==> config.mk <==
export PLATFORM = sky130hd
export DESIGN_NAME = alu_seq_unit
export DESIGN_NICKNAME = d
export VERILOG_FILES = /design/src/rtl/alu_seq_unit.sv
export SDC_FILE = /design/constraint.sdc
export NUM_CORES = 1
export LEC_CHECK = 0
export ABC_AREA = 1
export CORE_ASPECT_RATIO = 1.25
export CORE_UTILIZATION = 50
export CTS_BUF_LIST = sky130_fd_sc_hd__clkbuf_2 sky130_fd_sc_hd__clkbuf_4 sky130_fd_sc_hd__clkbuf_8
export DETAILED_ROUTE_END_ITERATION = 8
export PLACE_DENSITY = 0.67
export SYNTH_ARGS = -nofsm -noshare
export SYNTH_HDL_FRONTEND = slang
export SYNTH_SLANG_ARGS = --single-unit
export TNS_END_PERCENT = 1
==> constraint.sdc <==
create_clock -name clk -period 9.15 [get_ports clk]
set_clock_uncertainty 0.05 [all_clocks]
set_input_delay 1.3725 -clock clk [delete_from_list [all_inputs] [get_ports clk]]
set_output_delay 1.3725 -clock clk [all_outputs]
set_load 0.01 [all_outputs]
==> src/rtl/alu_seq_unit.sv <==
// -----------------------------------------------------------------------------
// alu_seq_unit
//   Small sequential ALU. Logic/arith ops and slt complete in one cycle.
//   Shifts run one bit per clock, and mul runs as a WIDTH-step shift-add.
//   Operands are captured when a request is accepted, so the caller may change
//   the inputs freely while the unit is busy.
//
// Ports
//   clk     in   sole clock, rising edge
//   rst_n   in   asynchronous active-low reset
//   start   in   request, sampled only while idle
//   opcode  in   6-bit instruction opcode (decoded when aluop = 2)
//   aluop   in   0=add 1=sub 2=decode opcode 3=add
//   a, b    in   operands (a is also the shift source)
//   shamt   in   shift amount
//   busy    out  high while an operation is in flight
//   done    out  one-cycle pulse, result/zero/ovf valid
//   result  out  registered result, held until the next done
//   zero    out  result == 0, registered with result
//   ovf     out  signed overflow for add/sub, else 0
// -----------------------------------------------------------------------------
module alu_seq_unit #(
    parameter int WIDTH   = 32,
    parameter int SHAMT_W = 5,
    parameter bit MUL_EN  = 1'b1
) (
    input  logic               clk,
    input  logic               rst_n,
    input  logic               start,
    input  logic [5:0]         opcode,
    input  logic [1:0]         aluop,
    input  logic [WIDTH-1:0]   a,
    input  logic [WIDTH-1:0]   b,
    input  logic [SHAMT_W-1:0] shamt,
    output logic               busy,
    output logic               done,
    output logic [WIDTH-1:0]   result,
    output logic               zero,
    output logic               ovf
);

    // One extra bit so the counter can hold WIDTH for the multiplier.
    localparam int CNT_W = SHAMT_W + 1;

    typedef enum logic [1:0] {ST_IDLE, ST_SHIFT, ST_MUL} state_t;
    typedef enum logic [3:0] {
        OP_ADD, OP_SUB, OP_AND, OP_OR, OP_XOR,
        OP_SLL, OP_SRL, OP_SRA, OP_SLT, OP_MUL
    } op_t;

    state_t             state_q, state_d;
    op_t                op_q, op_d, op_new;
    logic [WIDTH-1:0]   work_q, work_d;      // shift register / multiplicand
    logic [WIDTH-1:0]   mplier_q, mplier_d;  // multiplier, consumed LSB first
    logic [WIDTH-1:0]   acc_q, acc_d;        // product accumulator
    logic [CNT_W-1:0]   cnt_q, cnt_d;
    logic [WIDTH-1:0]   result_q, result_d;
    logic               zero_q, zero_d;
    logic               ovf_q, ovf_d;
    logic               done_q, done_d;

    logic [WIDTH-1:0]   sum, diff, alu_res, shift_res, acc_step;
    logic               add_ovf, sub_ovf, alu_ovf;

    function automatic op_t decode(input logic [1:0] aluop_v, input logic [5:0] opc);
        op_t op;
        op = OP_ADD;
        case (aluop_v)
            2'd1: op = OP_SUB;
            2'd2: begin
                case (opc)
                    6'b000001:           op = OP_SUB;
                    6'b010000, 6'b010001: op = OP_AND;
                    6'b010010:           op = OP_OR;
                    6'b010011:           op = OP_XOR;
                    6'b011000:           op = OP_SLL;
                    6'b011001:           op = OP_SRL;
                    6'b011010:           op = OP_SRA;
                    6'b100110, 6'b100111: op = OP_SLT;
                    6'b101000:           op = MUL_EN ? OP_MUL : OP_ADD;
                    default:             op = OP_ADD;
                endcase
            end
            default: op = OP_ADD;
        endcase
        return op;
    endfunction

    // ---------------- state register ----------------
    always_ff @(posedge clk or negedge rst_n) begin
        if (!rst_n) begin
            state_q  <= ST_IDLE;
            op_q     <= OP_ADD;
            work_q   <= '0;
            mplier_q <= '0;
            acc_q    <= '0;
            cnt_q    <= '0;
            result_q <= '0;
            zero_q   <= 1'b0;
            ovf_q    <= 1'b0;
            done_q   <= 1'b0;
        end else begin
            state_q  <= state_d;
            op_q     <= op_d;
            work_q   <= work_d;
            mplier_q <= mplier_d;
            acc_q    <= acc_d;
            cnt_q    <= cnt_d;
            result_q <= result_d;
            zero_q   <= zero_d;
            ovf_q    <= ovf_d;
            done_q   <= done_d;
        end
    end

    // ---------------- next-state / datapath ----------------
    always_comb begin
        op_new  = decode(aluop, opcode);
        sum     = a + b;
        diff    = a - b;
        // Overflow when operands agree in sign (add) or differ (sub) and the
        // result sign disagrees with a.
        add_ovf = (a[WIDTH-1] == b[WIDTH-1]) && (sum[WIDTH-1]  != a[WIDTH-1]);
        sub_ovf = (a[WIDTH-1] != b[WIDTH-1]) && (diff[WIDTH-1] != a[WIDTH-1]);

        alu_res = sum;
        alu_ovf = add_ovf;
        case (op_new)
            OP_SUB: begin alu_res = diff;  alu_ovf = sub_ovf; end
            OP_AND: begin alu_res = a & b; alu_ovf = 1'b0;    end
            OP_OR:  begin alu_res = a | b; alu_ovf = 1'b0;    end
            OP_XOR: begin alu_res = a ^ b; alu_ovf = 1'b0;    end
            OP_SLT: begin
                alu_res    = '0;
                alu_res[0] = $signed(a) < $signed(b);
                alu_ovf    = 1'b0;
            end
            default: ;
        endcase

        case (op_q)
            OP_SLL:  shift_res = work_q << 1;
            OP_SRA:  shift_res = {work_q[WIDTH-1], work_q[WIDTH-1:1]};
            default: shift_res = work_q >> 1;
        endcase

        acc_step = acc_q + (mplier_q[0] ? work_q : '0);

        state_d  = state_q;
        op_d     = op_q;
        work_d   = work_q;
        mplier_d = mplier_q;
        acc_d    = acc_q;
        cnt_d    = cnt_q;
        result_d = result_q;
        ovf_d    = ovf_q;
        done_d   = 1'b0;

        case (state_q)
            ST_IDLE: begin
                if (start) begin
                    op_d = op_new;
                    case (op_new)
                        OP_SLL, OP_SRL, OP_SRA: begin
                            if (shamt == '0) begin
                                done_d   = 1'b1;
                                result_d = a;
                                ovf_d    = 1'b0;
                            end else begin
                                state_d = ST_SHIFT;
                                work_d  = a;
                                cnt_d   = {1'b0, shamt};
                            end
                        end
                        OP_MUL: begin
                            state_d  = ST_MUL;
                            work_d   = a;
                            mplier_d = b;
                            acc_d    = '0;
                            cnt_d    = CNT_W'(WIDTH);
                        end
                        default: begin
                            done_d   = 1'b1;
                            result_d = alu_res;
                            ovf_d    = alu_ovf;
                        end
                    endcase
                end
            end
            ST_SHIFT: begin
                work_d = shift_res;
                cnt_d  = cnt_q - CNT_W'(1);
                if (cnt_q == CNT_W'(1)) begin
                    state_d  = ST_IDLE;
                    done_d   = 1'b1;
                    result_d = shift_res;
                    ovf_d    = 1'b0;
                end
            end
            ST_MUL: begin
                acc_d    = acc_step;
                work_d   = work_q << 1;
                mplier_d = mplier_q >> 1;
                cnt_d    = cnt_q - CNT_W'(1);
                if (cnt_q == CNT_W'(1)) begin
                    state_d  = ST_IDLE;
                    done_d   = 1'b1;
                    result_d = acc_step;
                    ovf_d    = 1'b0;
                end
            end
            default: state_d = ST_IDLE;
        endcase

        // Zero only moves with a completed result so it stays paired with it
        // (and stays 0 after reset even though result is 0).
        zero_d = done_d ? (result_d == '0) : zero_q;
    end

    // ---------------- outputs ----------------
    always_comb begin
        busy   = (state_q != ST_IDLE);
        done   = done_q;
        result = result_q;
        zero   = zero_q;
        ovf    = ovf_q;
    end

endmodule

After elaboration in Yosys (flattened, before gate mapping)
Cells that the tools add are included.
- register bits after elaboration: 143
- bits in latches: 0
- bits in writable memories: 0
- memory bits (read-only): 0
- bits of input ports: 80
- output and inout bits: 36
- word-level logic and storage cells: 117
- memories: 0
- add/subtract/negate cells: 4
- multiply operators: 0
- div/mod/pow operators: 0
- order comparisons: 1
- eq/ne operators: 38
- shift-type cells: 0
- mux-type cells: 41
- bitwise logic cells: 3
- reduce and logical (&&, ||, !) cells: 20
- operators with widths (cell ; number):
    32-bit two-way mux ; 11
    32-bit case mux with 2 select lines ; 5
    32-bit case mux with 3 select lines ; 2
    32-bit case mux with 5 select lines ; 1
    32-bit adder ; 2
    6-bit by 5-bit equality test with 1-bit output (second input constant) ; 7
    4-bit case mux with 9 select lines ; 1
    32-bit AND ; 1
    32-bit logical NOT ; 1
    32-bit < comparator ; 1
    32-bit OR ; 1
    32-bit subtractor ; 1
    32-bit bitwise XOR ; 1
    4-bit by 3-bit equality test with 1-bit output (second input constant) ; 6
    6-bit case mux with 2 select lines ; 2
    6-bit equality test (second input constant) ; 3
    6-bit by 1-bit equality test with 1-bit output (second input constant) ; 2
    6-bit two-way mux ; 2
    4-bit AND reduction ; 3
    1-bit case mux with 2 select lines ; 5
    4-bit by 2-bit equality test with 1-bit output (second input constant) ; 2
    4-bit equality test (second input constant) ; 2
    2-bit case mux with 2 select lines ; 2
    4-bit case mux with 2 select lines ; 1
    other kinds (23) ; 42

Longest topological paths before layout
- depth after elaboration: 10
- mapped depth: 28

Least setup slack after synthesis
Ideal clock, no wire load.
- path kind: input to register
- start: input port a[0]
- end: register zero_q, in the netlist zero
- setup time: 0.066 ns
- arrival: 3.621 ns
- data required time: 9.034 ns
- path slack: 5.413 ns
- stages on the path: 21
- cell sequence: ha_1 -> fa_1 -> nand2_1 -> nand3_1 -> o21ai_0 -> o21ai_0 -> nand3_1 -> nand3_1 -> nand2_1 -> nand2_1 -> xor2_1 -> nand2_1 -> nand3_1 -> nand2_1 -> nand2_1 -> nand2_1 -> a21oi_1 -> nand3_1 -> nor2_1 -> nand2_1 -> nand2_1
- word-level cells in the longest chain between the ends: 6
- elaborated cells between the ends (all ways): 12
- classes of those cells: add/sub (2); order compare (1); mux (5); bitwise (3); reduce/logical (1)
- ends and longest elaborated chain (item ; line ; text):
    start: declaration ; 32 ; input logic [WIDTH-1:0] a,
    32-bit adder (tied with other cells) ; 119 ; sum = a + b;
    32-bit case mux with 5 select lines ; 128 ; case (op_new)
    32-bit case mux with 2 select lines (*) ; 163 ; case (op_new)
    32-bit two-way mux (*) ; 161 ; if (start) begin
    32-bit case mux with 3 select lines (*) ; 159 ; case (state_q)
    32-bit logical NOT (*) ; 217 ; zero_d = done_d ? (result_d == '0) : zero_q;
    end signal: assignment ; 110 ; zero_q <= zero_d;
    end: declaration ; 58 ; logic zero_q, zero_d;
Mark *: on every way between the ends. The rest lies on a longest branch, timed or not.
A chain may end at the register's enable or synchronous reset.

Worst setup path after layout
- start: input port aluop[0]
- end: register acc_q[28]
- word-level cells in the longest chain between the ends: 5
- elaborated cells between the ends (all ways): 6
- classes of those cells: eq/ne (4); mux (1); reduce/logical (1)
- ends and longest elaborated chain (item ; line ; text):
    start: declaration ; 31 ; input logic [1:0] aluop,
    2-bit equality test / 2-bit by 1-bit equality test with 1-bit output (equally long branches) ; 68 ; case (aluop_v)
    4-bit case mux with 2 select lines (*) ; 68 ;
    4-bit equality test (*) ; 163 ;
    2-bit by 1-bit != test with 1-bit output (no source line) (*) ; -- ;
    3-bit AND reduction (no source line) (*) ; -- ;
    end signal: assignment ; 96 ; acc_q <= '0;
    end signal: assignment ; 107 ; acc_q <= acc_d;
    end: declaration ; 55 ; logic [WIDTH-1:0] acc_q, acc_d;
Marks and branches as above.

==> results_dict.tcl <==
set metrics [dict create \
    outcome "completed" \
    cts.root.buffer_cell "clkbuf_8" \
    fmax_mhz 195 \
    setup.worst_path.end "acc_q[28]" \
    syn_area_um2 17400 \
    multiInputGateArea_um2 11600 \
    final-seq-area_um2 3580 \
    grt.busiest_layer "met2" \
    synth_nets 3168 \
    synth-async-reset-ratio 1.00 \
    hold_path_class "reg -> reg" \
    grt_pass1_wl_mm 108 \
    cellPowerDensity_nw_per_um2 196 \
    nNetsFinal 3191 \
    cts_hold_buf 0 \
    met3_usage 0.0449 \
    place.gp.congestion 1.01 \
    antenna_found_initial 0 \
    area_delta_synth_final_pct 9.97 \
    netlist_top_cells_count "nand2_1, inv_1, nor2_1" \
    crit_path_start_kind "primary input" \
    drtIter0Drc 2348 \
    rows 76 \
    crit_path_end_kind "flip-flop" \
    grt_max_degree 75 \
    ys_seq_area_frac 0.206 \
    irDropWorstVdd_uv 170 \
    overflow 0 \
    ant_nets 0 \
    coreArea_um2 34300 \
    clock_sinks 143 \
    reg2reg_depth 18 \
    maxSlewHeadroom 0.207 \
    synth.distinct_cells 55 \
    hold_path_depth 2 \
    grt_pass1_vias 19100 \
    io_pins 116 \
    synthFlopType "dfrtp_1" \
    hold_viol 0 \
    postCtsResizedCells 0 \
    grtUsageMet1 0.505 \
    max-cap-violations 0 \
    clk_pin_slew_ns 0.09 \
    ys_ff_latch 143 \
    ys_warn_count 0 \
    critPathRequiredTime_ns 9.51 \
    setup_viol 0 \
    vias 20200 \
    worst_pin_slew_ns 1.19 \
    r2r_start "mplier_q[0]" \
    rrSetupSlack_ns 5.00 \
    die_w_um 169 \
    synth_edf_count 0 \
    drc 0 \
    io_buffers 115 \
    cp.arrival_ns 5.50 \
    die_area_um2 35500 \
    grt.total_usage 0.398 \
    cts_tree "yes" \
    htree_levels 4 \
    place_area_um2 18700 \
    min_period_over_period 0.561 \
    final.setup.tns_ns 0 \
    critPathKind "in -> reg" \
    cts_setup_buffers 0 \
    synth_area_leaders "dfrtp_1, nand2_1, ha_1" \
    worstSetupStartpoint "aluop[0]" \
    wl_per_cell_um 20.5 \
    final_area_um2 19100 \
    layout_min_cycle_time_ns 5.14 \
    hold_start "mplier_q[31]" \
    antenna_cells 0 \
    start_util 0.507 \
    drt_pass1_iterations 8 \
    synth_top_area_share 0.206 \
    drive_above_1_share 0.0335 \
    grt.met2_usage 0.672 \
    viasPerCell 5.86 \
    path_max_fanout 68 \
    rsz0062_at_grt "false" \
    clock_latency_ns 0.50 \
    synth.most_common_cell "nand2_1" \
    r2r-end "zero" \
    dp_hpwl_mm 56.6 \
    fillers 3555 \
    synthCells 2950 \
    synth_top_area_cell "dfrtp_1" \
    p_leak_nw 10.1 \
    slew_viol_final 0 \
    die_h_um 211 \
    syn_area_per_cell_um2 5.89 \
    numCtsBuffers 17 \
    cts_buffer_depth 2 \
    drt_wl_total_mm 70.8 \
]
layout by cell type (no fill, tap or decap), drive strengths merged, types with 18 or more instances in the layout:
cell type and n:
nand4 53, nor2 294, o221ai 28, nand3 210, a21oi 162, clkdlybuf4s50 114, a31oi 39, nor3 26
dfrtp 143, clkbuf 18, o21ai 268, xor2 32, nand2 875, inv 443, ha 135
through the flow:
step                      cells  hold slack (ns)  power, mW   util  worst slack (ns)
after floorplan            2950            0.402       2.36      -              5.41
after CTS                  3454            0.446       3.69  0.557              4.10
after global placement     3422            0.416       3.06  0.544              3.72
after global routing       3454            0.477       4.01  0.557              3.62
final                      3454            0.443       3.75  0.557              4.01
after detailed placement   3422            0.425       3.09  0.544              3.58
state kept, by name (all words and copies together) (netlist names):
register	flops
result	32
work_q	32
ovf	1
cnt_q	6
op_q	4
done	1
acc_q	32
mplier_q	32
state_q	2
zero	1
per-layer routing:
metal | routed length, um | vias to the layer above
li1 | - | 9574
met1 | 28700 | 9425
met2 | 33400 | 1057
met3 | 5370 | 173
met4 | 3340 | 0
met5 | 0 | -
cells by family after synthesis:
logic type,Yosys count,share of synthesized area
adder cells (fa/ha/maj),138,0.101
flip-flops,143,0.206
AO/OA/AOI/OAI,573,0.186
AND/OR/NAND/NOR,1491,0.359
buffers and inverters,568,0.129
XOR/XNOR,37,0.0186
report_power, final:
part / total [mW] / switching [mW] / leakage [nW] / internal (mW)
combinational: 2.04 / 1.31 / 8.00 / 0.724
clock: 0.596 / 0.269 / 0.226 / 0.327
sequential: 1.12 / 0.259 / 1.83 / 0.859
area by class of cell:
cell class / count / area share
Multi-Input combinational cell: 2239 / 0.606
Clock buffer: 18 / 0.0126
Clock inverter: 14 / 0.0113
Timing Repair Buffer: 129 / 0.0658
Inverter: 443 / 0.0870
Sequential cell: 143 / 0.187
Tap cell: 468 / 0.0306
how the worst min path moves through the flow:
stage / end
floorplan: mplier_q[31]
detailed placement: mplier_q[31]
finish: mplier_q[31]
global placement: op_q[2]
CTS: mplier_q[31]
global route: acc_q[24]
worst max-delay path, cell delays in order:
cell	delay, ns
clkdlybuf4s50_1	0.48
inv_1	0.05
ha_1	0.34
nor2_1	0.21
nand2_2	0.13
inv_1	0.19
nand3_4	0.30
nor2_1	0.37
a21oi_4	0.04
buf_4	0.29
inv_2	0.90
nand2_1	0.44
o21ai_0	0.29
Power figures use the tool's default switching activity.
